File: src/rtl/i2c_auto_config_seq.sv
// i2c_auto_config_seq: power-up configuration sequencer sitting in front of I2C_interfaces.
// Replays a built-in command table into the I2C write FIFO, then hands the I2C controls back to JTAG.
module i2c_auto_config_seq #(
  parameter bit          AUTO_START  = 1'b1,
  parameter logic [15:0] PWRUP_DLY   = 16'd4000,
  parameter int          ROM_DEPTH   = 32,
  parameter logic [19:0] TIMEOUT_CYC = 20'd400000,
  // Word i lives at [i*10 +: 10]: [9]=END_OF_LIST, [8]=END_OF_XACT, [7:0]=byte.
  parameter logic [ROM_DEPTH*10-1:0] ROM_TABLE = (ROM_DEPTH*10)'({
    10'h300, 10'h081, 10'h0E8,
    10'h100, 10'h003, 10'h002, 10'h0E8,
    10'h120, 10'h011, 10'h002, 10'h0A0,
    10'h13F, 10'h010, 10'h002, 10'h0A0})
) (
  input  logic       clk40_i,
  input  logic       rst_n_i,
  input  logic       seq_go_i,
  input  logic [7:0] jtag_wrt_data_i,
  input  logic       jtag_we_i,
  input  logic       jtag_rdena_i,
  input  logic       jtag_reset_i,
  input  logic       jtag_start_i,
  output logic       jtag_clr_start_o,
  output logic [7:0] i2c_wrt_fifo_data_o,
  output logic       i2c_we_o,
  output logic       i2c_rdena_o,
  output logic       i2c_reset_o,
  output logic       i2c_start_o,
  input  logic       i2c_clr_start_i,
  input  logic       i2c_wrt_full_i,
  input  logic       i2c_rbk_empty_i,
  input  logic [7:0] i2c_rbk_data_i,
  output logic       seq_busy_o,
  output logic       seq_done_o,
  output logic       seq_err_o,
  output logic [5:0] seq_xact_cnt_o,
  output logic [7:0] seq_rbk_last_o
);

  localparam int AW = (ROM_DEPTH > 1) ? $clog2(ROM_DEPTH) : 1;
  localparam logic [AW-1:0] LAST_ADDR = AW'(ROM_DEPTH - 1);

  typedef enum logic [3:0] {
    S_IDLE, S_PWRUP, S_FLUSH, S_LOAD, S_GO, S_DRAIN, S_CAPTURE, S_NEXT, S_ERR_RST
  } state_t;

  state_t        state_q, state_d;
  logic [19:0]   cnt_q, cnt_d;
  logic [AW-1:0] addr_q, addr_d;
  logic          eol_q, eol_d;
  logic          wrap_q, wrap_d;
  logic          done_q, done_d;
  logic          err_q, err_d;
  logic [5:0]    xact_q, xact_d;
  logic [7:0]    rbk_q, rbk_d;

  logic [9:0]    rom_word;
  logic          fsm_we, fsm_rdena, fsm_reset, fsm_start;
  logic          busy;

  assign rom_word = ROM_TABLE[int'(addr_q)*10 +: 10];

  always_ff @(posedge clk40_i or negedge rst_n_i) begin
    if (!rst_n_i) begin
      state_q <= AUTO_START ? S_PWRUP : S_IDLE;
      cnt_q   <= '0;
      addr_q  <= '0;
      eol_q   <= 1'b0;
      wrap_q  <= 1'b0;
      done_q  <= 1'b0;
      err_q   <= 1'b0;
      xact_q  <= '0;
      rbk_q   <= '0;
    end else begin
      state_q <= state_d;
      cnt_q   <= cnt_d;
      addr_q  <= addr_d;
      eol_q   <= eol_d;
      wrap_q  <= wrap_d;
      done_q  <= done_d;
      err_q   <= err_d;
      xact_q  <= xact_d;
      rbk_q   <= rbk_d;
    end
  end

  // cnt_q is shared: power-up delay, the 2-cycle I2C reset pulse and the START timeout.
  always_comb begin
    state_d   = state_q;
    cnt_d     = cnt_q;
    addr_d    = addr_q;
    eol_d     = eol_q;
    wrap_d    = wrap_q;
    done_d    = done_q;
    err_d     = err_q;
    xact_d    = xact_q;
    rbk_d     = rbk_q;
    fsm_we    = 1'b0;
    fsm_rdena = 1'b0;
    fsm_reset = 1'b0;
    fsm_start = 1'b0;
    case (state_q)
      S_IDLE: begin
        if (seq_go_i) begin
          state_d = S_FLUSH;
          cnt_d   = '0;
        end
      end
      S_PWRUP: begin
        if (cnt_q + 20'd1 >= {4'd0, PWRUP_DLY}) begin
          state_d = S_FLUSH;
          cnt_d   = '0;
        end else begin
          cnt_d = cnt_q + 20'd1;
        end
      end
      S_FLUSH: begin
        fsm_reset = 1'b1;
        done_d    = 1'b0;
        err_d     = 1'b0;
        xact_d    = '0;
        addr_d    = '0;
        eol_d     = 1'b0;
        wrap_d    = 1'b0;
        if (cnt_q[0]) begin
          state_d = S_LOAD;
          cnt_d   = '0;
        end else begin
          cnt_d = cnt_q + 20'd1;
        end
      end
      S_LOAD: begin
        // The last table slot closes the transaction even without a marker, so a run always ends.
        if (!i2c_wrt_full_i) begin
          fsm_we = 1'b1;
          eol_d  = rom_word[9];
          if (addr_q == LAST_ADDR) begin
            addr_d = '0;
            wrap_d = 1'b1;
          end else begin
            addr_d = addr_q + 1'b1;
          end
          if (rom_word[9] || rom_word[8] || addr_q == LAST_ADDR) begin
            state_d = S_GO;
            cnt_d   = '0;
          end
        end
      end
      S_GO: begin
        if (i2c_clr_start_i) begin
          state_d = S_DRAIN;
          if (xact_q != 6'd63) xact_d = xact_q + 6'd1;
        end else begin
          fsm_start = 1'b1;
          if (cnt_q + 20'd1 >= TIMEOUT_CYC) begin
            state_d = S_ERR_RST;
            err_d   = 1'b1;
            cnt_d   = '0;
          end else begin
            cnt_d = cnt_q + 20'd1;
          end
        end
      end
      S_ERR_RST: begin
        fsm_reset = 1'b1;
        if (cnt_q[0]) state_d = S_IDLE;
        else          cnt_d   = cnt_q + 20'd1;
      end
      S_DRAIN: begin
        if (!i2c_rbk_empty_i) begin
          fsm_rdena = 1'b1;
          state_d   = S_CAPTURE;
        end else begin
          state_d = S_NEXT;
        end
      end
      S_CAPTURE: begin
        rbk_d   = i2c_rbk_data_i;
        state_d = S_DRAIN;
      end
      S_NEXT: begin
        if (eol_q || wrap_q) begin
          done_d  = 1'b1;
          state_d = S_IDLE;
        end else begin
          state_d = S_LOAD;
        end
      end
      default: state_d = S_IDLE;
    endcase
  end

  // Reset forces every output low, including the JTAG pass-through.
  assign busy                = rst_n_i && (state_q != S_IDLE);
  assign seq_busy_o          = busy;
  assign i2c_we_o            = busy ? fsm_we    : (rst_n_i & jtag_we_i);
  assign i2c_rdena_o         = busy ? fsm_rdena : (rst_n_i & jtag_rdena_i);
  assign i2c_reset_o         = busy ? fsm_reset : (rst_n_i & jtag_reset_i);
  assign i2c_start_o         = busy ? fsm_start : (rst_n_i & jtag_start_i);
  assign i2c_wrt_fifo_data_o = busy ? (fsm_we ? rom_word[7:0] : 8'h00)
                                    : (rst_n_i ? jtag_wrt_data_i : 8'h00);
  assign jtag_clr_start_o    = rst_n_i && !busy && i2c_clr_start_i;
  assign seq_done_o          = done_q;
  assign seq_err_o           = err_q;
  assign seq_xact_cnt_o      = xact_q;
  assign seq_rbk_last_o      = rbk_q;

endmodule

File: config.mk
export PLATFORM = sky130hd
export DESIGN_NAME = i2c_auto_config_seq
export DESIGN_NICKNAME = d
export VERILOG_FILES = /design/src/rtl/i2c_auto_config_seq.sv
export SDC_FILE = /design/constraint.sdc
export NUM_CORES = 1
export LEC_CHECK = 0
export CORE_ASPECT_RATIO = 2
export CORE_MARGIN = 3
export CORE_UTILIZATION = 40
export DETAILED_ROUTE_END_ITERATION = 10
export SLEW_MARGIN = 20
export SYNTH_ARGS = -nofsm -noshare
export SYNTH_HDL_FRONTEND = slang
export SYNTH_SLANG_ARGS = --single-unit
File: constraint.sdc
create_clock -name clk40_i -period 6.1 [get_ports clk40_i]
set_clock_uncertainty 0.1 [all_clocks]
set_input_delay 0.61 -clock clk40_i [delete_from_list [all_inputs] [get_ports clk40_i]]
set_output_delay 0.61 -clock clk40_i [all_outputs]
set_load 0.01 [all_outputs]
# Word level (Yosys, flattened, before mapping)
# Index checks and enable logic that the tools add are counted.
# word_totals
ff_bits	47
in_bits	26
out_inout_bits	30
# classes
add_sub_neg	3
n_mul	1
n_lt_le_gt_ge	2
eq_ne	24
n_shift	1
muxes	50
n_bitwise	4
reduce_logical	22
# ops
cell	n
indexed part select 320 x 10 -> 10 bit, first input constant	1
2-to-1 mux 20 bit	8
case mux 20 bit (6 select lines)	1
case mux 4 bit (9 select lines)	1
2-to-1 mux 4 bit	8
inequality test 2 bit, second input constant	13
2-to-1 mux 8 bit	3
adder 20 x 1 -> 20 bit, second input constant	1
greater-or-equal comparator 20 x 12 -> 1 bit, second input constant	1
greater-or-equal comparator 20 x 19 -> 1 bit, second input constant	1
2-to-1 mux 1 bit	18
equality test 4 x 3 -> 1 bit, second input constant	4
2-to-1 mux 6 bit	2
case mux 6 bit (2 select lines)	1
2-to-1 mux 5 bit	2
case mux 5 bit (2 select lines)	1
AND reduction 3 bit	3
equality test 4 x 2 -> 1 bit, second input constant	2
multiplier 5 x 3 -> 8 bit, second input constant	1
case mux 1 bit (2 select lines)	4
AND reduction 7 bit	1
adder 6 x 1 -> 6 bit, second input constant	1
inequality test 6 bit, second input constant	1
AND reduction 6 bit	1
other kinds (17)	27

# Logic depth before layout (Yosys ltp)
# Gate-level depths: netlist of the first run.
# logic_depth
ltp_word	7
mapped_depth	11

# Worst setup path after synthesis of the first run
# Ideal clock, no wire load.
# synth_timing
path_kind	register to register
start	reg addr_q[3]
end	reg cnt_q[17]
setup_ns	0.126
t_arrival_ns	2.497
t_required_ns	5.874
path_slack_ns	3.377
path_stages_with_launch	10
path_buffers	3
synth_period_minus_slack_ns	2.723
path_cell_list	dfrtp_1 buf_2 clkbuf_1 and3_1 ha_1 o21bai_1 a211oi_1 nand2_1 clkbuf_1 a221o_1
# synth_between
elab_chain_cells	6
# synth_lines
item	line_no	source
start: declaration	49	logic [AW-1:0] addr_q, addr_d;
start signal: assignment	77	addr_q <= addr_d;
multiplier 5 x 3 -> 8 bit	61	assign rom_word = ROM_TABLE[int'(addr_q)*10 +: 10];
indexed part select 320 x 10 -> 10 bit	61	
logical OR 1 bit	143	if (rom_word[9] || rom_word[8] || addr_q == LAST_ADDR) begin
logical OR 1 bit *	143	
inequality test 2 bit (no source line) *	--	
AND reduction 6 bit (no source line) *	--	
end signal: assignment	76	cnt_q <= cnt_d;
end: declaration	48	logic [19:0] cnt_q, cnt_d;
# Every way passes the cells marked *; elsewhere a longest branch is shown, timed or not.
# A chain may end at the register's enable or synchronous reset.

# Worst setup path in the final report of the first run
# layout_timing
start	reg state_q[0]
end	out i2c_wrt_fifo_data_o[6]
# layout_between
elab_chain_cells	4
# layout_lines
item	line_no	source
start: declaration	47	state_t state_q, state_d;
start signal: assignment	65	state_q <= AUTO_START ? S_PWRUP : S_IDLE;
start signal: assignment	75	state_q <= state_d;
equality test 4 x 2 -> 1 bit	102	case (state_q)
2-to-1 mux 1 bit	102	
2-to-1 mux 8 bit	200	assign i2c_wrt_fifo_data_o = busy ? (fsm_we ? rom_word[7:0] : 8'h00)
2-to-1 mux 8 bit *	200	
end: declaration	24	output logic [7:0] i2c_wrt_fifo_data_o,
# Marks and branches as above.

==> results of run 1 <==
## per-stage QoR
stage / instance area [um2] / worst slack, ps / hold slack [ps]
detailed placement: 3960 / 2250 / 372
floorplan: 3400 / 3380 / 214
CTS: 4110 / 1950 / 216
finish: 4110 / 1990 / 197
global placement: 3960 / 2390 / 370
global route: 4110 / 1670 / 240
## cell families after synthesis
group                      after synthesis  share of synthesized area
and+or+nand+nor                        168                      0.268
DFF                                     47                      0.347
muxes                                   13                     0.0420
adders and majority gates               10                     0.0368
buffers and inverters                   34                     0.0475
xor gates and xnor gates                15                     0.0387
AOI/OAI and AO/OA                      103                      0.220
## state kept, by name, indices dropped and copies added, names as in the netlist
register and count:
seq_rbk_last_o 8, cnt_q 20, seq_xact_cnt_o 6, addr_q 5, eol_q 1, seq_done_o 1
seq_err_o 1, state_q 4, wrap_q 1
## area by class of cell
type	instances	area, um2
Clock inverter	1	5.00
Sequential cell	47	1180
Fill cell	783	4180
Tap cell	98	123
Inverter	11	41.3
Timing Repair Buffer	57	561
Multi-Input combinational cell	309	2060
Clock buffer	7	143
## routing by layer
metal | GRT usage | vias up | wire length, um
met5 | 0 | - | 0
met4 | 0.123 | 0 | 478
met3 | 0.0266 | 33 | 260
met2 | 0.408 | 91 | 5720
met1 | 0.204 | 1529 | 3470
li1 | - | 1530 | -
## cell usage after synthesis (3+ instances only)
| master | count | area (um2) |
|---|---|---|
| a22o_1 | 10 | 87.6 |
| buf_2 | 5 | 25.0 |
| nand4_1 | 10 | 62.6 |
| nand2b_1 | 3 | 18.8 |
| o31ai_1 | 4 | 30.0 |
| a211oi_1 | 3 | 22.5 |
| clkbuf_1 | 8 | 30.0 |
| nor3_1 | 9 | 45.0 |
| a21oi_1 | 22 | 110 |
| nand2_1 | 37 | 139 |
| mux2_2 | 10 | 113 |
| o211ai_1 | 5 | 37.5 |
| mux2i_1 | 3 | 30.0 |
| xor2_1 | 6 | 52.6 |
| dfrtp_1 | 46 | 1150 |
| nand3_1 | 26 | 130 |
| xnor2_1 | 9 | 78.8 |
| nor2_1 | 30 | 113 |
| and4_1 | 3 | 26.3 |
| o21ai_0 | 24 | 120 |
| and3_1 | 6 | 37.5 |
| nand3b_1 | 3 | 22.5 |
| nor2b_1 | 7 | 43.8 |
| and2_1 | 8 | 50.1 |
| buf_4 | 7 | 52.6 |
| inv_1 | 11 | 41.3 |
| ha_1 | 10 | 125 |
| nor4_1 | 8 | 50.1 |
| or3_1 | 5 | 31.3 |
| a221o_1 | 9 | 90.1 |
## critical path, cell delays in order (launching register included)
cell             delay (ps)
dfstp_2                 660
nand2_1                 150
nor3_1                  330
nand2b_1                350
nor3b_1                 810
a32o_1                  270
clkdlybuf4s50_1         530
## power by group through the flow
stage          Combinational (uW)  Clock [uW]  Sequential [uW]
2_1_floorplan                 497           0              453
3_3_place_gp                  763           0              477
3_5_place_dp                  770           0              481
4_1_cts                       774         289              476
5_1_grt                       837         301              491
6_report                      765         280              477
## path summary, 6_finish.rpt
kind                            startpoint                endpoint  slack [ps]  cells past startpoint
max in group asynchronous          rst_n_i              state_q[0]        4850                      2
worst max-delay path            state_q[0]  i2c_wrt_fifo_data_o[6]        1990                      6
worst min register to register   cnt_q[19]               cnt_q[19]         380                      2
worst max register to register    cnt_q[0]                cnt_q[9]        2520                      9
worst min-delay path               rst_n_i               cnt_q[14]         200                      1
min in group clk40_i             cnt_q[19]               cnt_q[19]         380                      2
==> flow_results.xml, run 1 <==
<?xml version="1.0" encoding="UTF-8"?>
<metrics>
  <group name="worst_hold_path">
    <metric name="hold_path_class" unit="">input port to asynchronous set/reset pin</metric>
  </group>
  <group name="floorplanning">
    <metric name="die_width" unit="um">71.2</metric>
    <metric name="core_area" unit="um2">8290</metric>
    <metric name="ioPinCount" unit="">56</metric>
    <metric name="fp.dieArea" unit="um2">9700</metric>
    <metric name="effective_utilization_at_floorplan" unit="">0.410</metric>
    <metric name="dieHeight" unit="um">136</metric>
    <metric name="placementRows" unit="">47</metric>
  </group>
  <group name="synthesis">
    <metric name="asyncSetResetFlopFracSynth" unit="">1.00</metric>
    <metric name="synth_seq_cells" unit="">47</metric>
    <metric name="netlist-cell-type-count" unit="">62</metric>
    <metric name="synth.cell_area" unit="um2">3400</metric>
    <metric name="syn_area_per_cell" unit="um2">8.71</metric>
    <metric name="postSynthNetCount" unit="">426</metric>
    <metric name="number_of_standard_cells_after_synthesis" unit="">390</metric>
    <metric name="postSynth.topFlopCell" unit="">dfrtp_1</metric>
    <metric name="ys_seq_area_frac" unit="">0.347</metric>
    <metric name="number_of_enable_flip_flop_cells_after_synthesis" unit="">0</metric>
    <metric name="synth.yosys.warnings" unit="">0</metric>
  </group>
  <group name="route">
    <metric name="totalWireLength" unit="um">9930</metric>
    <metric name="dr.pass1.iters" unit="">4</metric>
    <metric name="drc" unit="">0</metric>
    <metric name="vias_cell" unit="">6.01</metric>
    <metric name="detailroute.via_count" unit="">3183</metric>
    <metric name="ant_nets" unit="">0</metric>
    <metric name="drtIter0Drc" unit="">216</metric>
    <metric name="drt-wirelength-per-cell" unit="um">18.7</metric>
  </group>
  <group name="clock_network">
    <metric name="holdBufCountCts" unit="">0</metric>
    <metric name="cts_tree" unit="">built</metric>
    <metric name="clock-sinks" unit="">47</metric>
    <metric name="clk_root_buffer_cell" unit="">clkbuf_16</metric>
    <metric name="clk_transition_reported_paths" unit="ps">70</metric>
    <metric name="num_cts_buffers" unit="">5</metric>
    <metric name="clkLatencyLatePin" unit="ps">290</metric>
    <metric name="clock_tree.htree_level_count" unit="">2</metric>
    <metric name="post_cts_buffers" unit="">0</metric>
    <metric name="post_cts.resized_instances" unit="">0</metric>
    <metric name="clockBufferDepth" unit="">2</metric>
  </group>
  <group name="timing">
    <metric name="final_max_slew_viol_count" unit="">0</metric>
    <metric name="report.final.setup_viol" unit="">0</metric>
    <metric name="timing.slew.headroom" unit="">0.318</metric>
    <metric name="period_minus_slack" unit="ps">4110</metric>
    <metric name="maxClockFrequency" unit="GHz">0.244</metric>
    <metric name="hold_violations" unit="">0</metric>
    <metric name="final.period_utilization" unit="">0.673</metric>
    <metric name="rsz0062_at_grt" unit="">no</metric>
    <metric name="tns" unit="ps">0</metric>
    <metric name="worst-slew-pin-transition" unit="ps">1020</metric>
  </group>
  <group name="cells_and_area">
    <metric name="layout.cells.most_common" unit="">clkdlybuf4s50_1</metric>
    <metric name="most-common-layout-cells" unit="">clkdlybuf4s50_1 (54), dfrtp_1 (46), nand2_1 (37)</metric>
    <metric name="area_delta_synth_final" unit="%">20.9</metric>
    <metric name="num_antenna_cells" unit="">0</metric>
    <metric name="utilization_of_the_core_after_routing" unit="">0.495</metric>
    <metric name="num-nets-final" unit="">467</metric>
    <metric name="final_cells" unit="">530</metric>
    <metric name="drive_above_1_share" unit="">0.0880</metric>
  </group>
  <group name="global_routing">
    <metric name="first_global_vias" unit="">3294</metric>
    <metric name="grt_pass1_wl" unit="um">16100</metric>
    <metric name="grt_antenna_before_repair" unit="">0</metric>
    <metric name="global_route.overflow_total" unit="">0</metric>
    <metric name="largest_net_degree_at_the_start_of_global_routing" unit="">29</metric>
    <metric name="total_global_routing_track_utilization" unit="">0.211</metric>
  </group>
  <group name="status">
    <metric name="status" unit="">completed</metric>
  </group>
  <group name="power_and_ir_drop">
    <metric name="total_power_per_unit_cell_area" unit="nW/um2">371</metric>
    <metric name="fin_total_pwr" unit="uW">1520</metric>
    <metric name="power_frac_seq" unit="">0.313</metric>
    <metric name="combPwrFrac" unit="">0.503</metric>
    <metric name="switchingPower" unit="uW">655</metric>
    <metric name="leakage" unit="uW">0.00160</metric>
    <metric name="pwr-share-clk" unit="">0.184</metric>
    <metric name="power.ir.vdd_worst" unit="V">0.000178</metric>
    <metric name="cell_internal_power" unit="uW">867</metric>
    <metric name="power.share.switching" unit="">0.431</metric>
  </group>
  <group name="placement">
    <metric name="finalWeightedCongestion" unit="">0.898</metric>
    <metric name="dp.cells" unit="">522</metric>
    <metric name="hpwlAfterDp" unit="um">7690</metric>
    <metric name="placement.io_buffers" unit="">55</metric>
  </group>
  <group name="worst_setup_path">
    <metric name="cp-start-kind" unit="">flop</metric>
    <metric name="highest_net_fanout_along_the_worst_path" unit="">15</metric>
    <metric name="critical_path_capture_point_type" unit="">output pin</metric>
    <metric name="critPathArrivalTime" unit="ps">3400</metric>
    <metric name="critPathKind" unit="">flop to output pin</metric>
    <metric name="required_time_reported_for_the_critical_path_endpoint" unit="ps">5390</metric>
  </group>
  <group name="flow_run">
    <metric name="max-cap-violations" unit="">0</metric>
  </group>
</metrics>
Power figures use the tool's default switching activity.
==> run 2, diff against run 1 <==
Clock period 6.1 ns to 4.08 ns, I/O delays scaled along.
==> run 2 against run 1 <==
Effect of this change: sequential cell count did not move; global-route usage is 0.97 points higher; combinational power grew 50%; critical path type unchanged; design area rose by 1.2%; clock-buffer cell count increased by 1; total power grew 52%; critical endpoint unchanged.
==> flow_results.xml, run 2 (same netlist as run 1, synthesis figures left out) <==
<?xml version="1.0" encoding="UTF-8"?>
<metrics>
  <group name="timing">
    <metric name="timing.slew.headroom" unit="">0.359</metric>
    <metric name="rsz0062_at_grt" unit="">no</metric>
    <metric name="hold_violations" unit="">0</metric>
    <metric name="worst-slew-pin-transition" unit="ps">954</metric>
    <metric name="final.period_utilization" unit="">0.833</metric>
    <metric name="period_minus_slack" unit="ps">3400</metric>
    <metric name="tns" unit="ps">0</metric>
    <metric name="final_max_slew_viol_count" unit="">0</metric>
    <metric name="maxClockFrequency" unit="GHz">0.294</metric>
    <metric name="report.final.setup_viol" unit="">0</metric>
  </group>
  <group name="placement">
    <metric name="finalWeightedCongestion" unit="">0.856</metric>
    <metric name="hpwlAfterDp" unit="um">7890</metric>
    <metric name="placement.io_buffers" unit="">55</metric>
  </group>
  <group name="floorplanning">
    <metric name="fp.dieArea" unit="um2">9700</metric>
    <metric name="effective_utilization_at_floorplan" unit="">0.410</metric>
    <metric name="die_width" unit="um">71.2</metric>
    <metric name="placementRows" unit="">47</metric>
    <metric name="core_area" unit="um2">8290</metric>
    <metric name="dieHeight" unit="um">136</metric>
    <metric name="ioPinCount" unit="">56</metric>
  </group>
  <group name="worst_hold_path">
    <metric name="worst_hold_end" unit="">wrap_q</metric>
    <metric name="min-delay-start" unit="">wrap_q</metric>
    <metric name="worstHoldPathCells" unit="">2</metric>
    <metric name="hold_path_class" unit="">flop to flop</metric>
  </group>
  <group name="clock_network">
    <metric name="clk_transition_reported_paths" unit="ps">70</metric>
    <metric name="clock_tree.htree_level_count" unit="">2</metric>
    <metric name="clock-sinks" unit="">47</metric>
    <metric name="post_cts_buffers" unit="">0</metric>
    <metric name="clkLatencyLatePin" unit="ps">300</metric>
    <metric name="post_cts.resized_instances" unit="">0</metric>
    <metric name="clk_root_buffer_cell" unit="">clkbuf_16</metric>
    <metric name="cts_tree" unit="">built</metric>
    <metric name="clockBufferDepth" unit="">2</metric>
    <metric name="num_cts_buffers" unit="">5</metric>
  </group>
  <group name="route">
    <metric name="totalWireLength" unit="um">10100</metric>
    <metric name="drt-wirelength-per-cell" unit="um">18.8</metric>
    <metric name="drtIter0Drc" unit="">209</metric>
    <metric name="dr.pass1.iters" unit="">4</metric>
    <metric name="vias_cell" unit="">5.90</metric>
    <metric name="detailroute.via_count" unit="">3154</metric>
    <metric name="drc" unit="">0</metric>
    <metric name="ant_nets" unit="">0</metric>
  </group>
  <group name="cells_and_area">
    <metric name="filler_cell_count" unit="">801</metric>
    <metric name="drive_above_1_share" unit="">0.0961</metric>
    <metric name="top_register" unit="">cnt_q</metric>
    <metric name="num_antenna_cells" unit="">0</metric>
    <metric name="flip_flop_count_of_the_largest_register_all_copies_and_words_added" unit="">20</metric>
    <metric name="most-common-layout-cells" unit="">clkdlybuf4s50_1 (54), dfrtp_1 (46), nand2_1 (37)</metric>
    <metric name="utilization_of_the_core_after_routing" unit="">0.501</metric>
    <metric name="area.sequential" unit="um2">1180</metric>
    <metric name="multiInputGateArea" unit="um2">2060</metric>
    <metric name="area_delta_synth_final" unit="%">22.4</metric>
    <metric name="num-nets-final" unit="">472</metric>
    <metric name="layout.cells.most_common" unit="">clkdlybuf4s50_1</metric>
  </group>
  <group name="worst_setup_path">
    <metric name="cp.buffers_inverters" unit="">3</metric>
    <metric name="cpMaxStageDelayCell" unit="">dfstp_2</metric>
    <metric name="critical-path-max-stage-delay" unit="ps">680</metric>
    <metric name="ff2ff_path_depth" unit="">7</metric>
    <metric name="critPathArrivalTime" unit="ps">2890</metric>
    <metric name="cpMostUsedCell" unit="">buf_4</metric>
    <metric name="critPathKind" unit="">flop to output pin</metric>
    <metric name="cp-start-kind" unit="">flop</metric>
    <metric name="r2r-start" unit="">addr_q[1]</metric>
    <metric name="timing.critical_path.max_delay_family" unit="">buffers and inverters</metric>
    <metric name="critical_path.reg2reg.endpoint" unit="">cnt_q[8]</metric>
    <metric name="required_time_reported_for_the_critical_path_endpoint" unit="ps">3570</metric>
    <metric name="critical_path_capture_point_type" unit="">output pin</metric>
    <metric name="path_cells" unit="">nand2_1 -&gt; nor3_1 -&gt; nand2b_1 -&gt; buf_4 -&gt; nor3b_1 -&gt; buf_4 -&gt; a32o_1 -&gt; clkdlybuf4s50_1</metric>
    <metric name="regToRegSetupSlack" unit="ps">700</metric>
    <metric name="highest_net_fanout_along_the_worst_path" unit="">15</metric>
  </group>
  <group name="power_and_ir_drop">
    <metric name="power.ir.vdd_worst" unit="V">0.000292</metric>
    <metric name="total_power_per_unit_cell_area" unit="nW/um2">557</metric>
    <metric name="fin_total_pwr" unit="uW">2310</metric>
    <metric name="leakage" unit="uW">0.00163</metric>
  </group>
  <group name="global_routing">
    <metric name="grt_pass1_wl" unit="um">16800</metric>
    <metric name="grt_antenna_before_repair" unit="">0</metric>
    <metric name="global_route.overflow_total" unit="">0</metric>
    <metric name="largest_net_degree_at_the_start_of_global_routing" unit="">23</metric>
    <metric name="total_global_routing_track_utilization" unit="">0.220</metric>
    <metric name="first_global_vias" unit="">3349</metric>
  </group>
  <group name="status">
    <metric name="status" unit="">completed</metric>
  </group>
  <group name="flow_run">
    <metric name="max-cap-violations" unit="">0</metric>
  </group>
</metrics>
run 2: worst min-delay path, delay by kind of cell, from the launching register on:
family	cells	cell delay [ps]
flip-flops	1	350
AND/OR/NAND/NOR	1	50
AO/OA/AOI/OAI	1	60
run 2: final cells by class:
class	count	area share
multi-input combinational	309	0.495
sequential	47	0.283
timing repair buffer	62	0.144
clock buffer	8	0.0376
tap	98	0.0295
inverter	11	0.00993
run 2: how the worst max path moves through the flow:
stage                     cells after the start  slack, ps                     end            start
final                                         8        680  i2c_wrt_fifo_data_o[6]       state_q[0]
after global routing                          7        440               cnt_q[17]        addr_q[1]
after CTS                                     8        660  i2c_wrt_fifo_data_o[6]       state_q[0]
after detailed placement                      7        690                cnt_q[8]  i2c_clr_start_i
after global placement                        7        690                cnt_q[8]  i2c_clr_start_i
after floorplan                               9       1360               cnt_q[17]        addr_q[3]
run 2: metal layers:
layer,share of wire,global-route usage,routed length (um)
met5,0,0,0
met4,0.039,0.114,391
met3,0.028,0.0340,278
met2,0.59,0.431,5910
met1,0.35,0.212,3480
run 2: through the flow:
| stage | area [um2] | hold WS (ps) | std cells | setup slack (ps) |
|---|---|---|---|---|
| floorplan | 3400 | 12.4 | 390 | 1360 |
| detailed placement | 3990 | 217 | 526 | 688 |
| global placement | 3990 | 218 | 526 | 694 |
| finish | 4160 | 391 | 535 | 681 |
| CTS | 4160 | 400 | 535 | 664 |
| global route | 4160 | 421 | 535 | 445 |
run 2: timing repair:
action,4_1_cts,5_1_grt
setup endpoints to repair,0,0
hold endpoints to repair,6,0
hold buffers,1,0
run 2: power breakdown:
| group | leakage, uW | switching [uW] | total [uW] | internal [uW] |
|---|---|---|---|---|
| logic | 0.000929 | 653 | 1150 | 494 |
| clock network | 0.0000772 | 188 | 449 | 262 |
| registers | 0.000626 | 149 | 716 | 567 |
| total | 0.00163 | 990 | 2310 | 1320 |
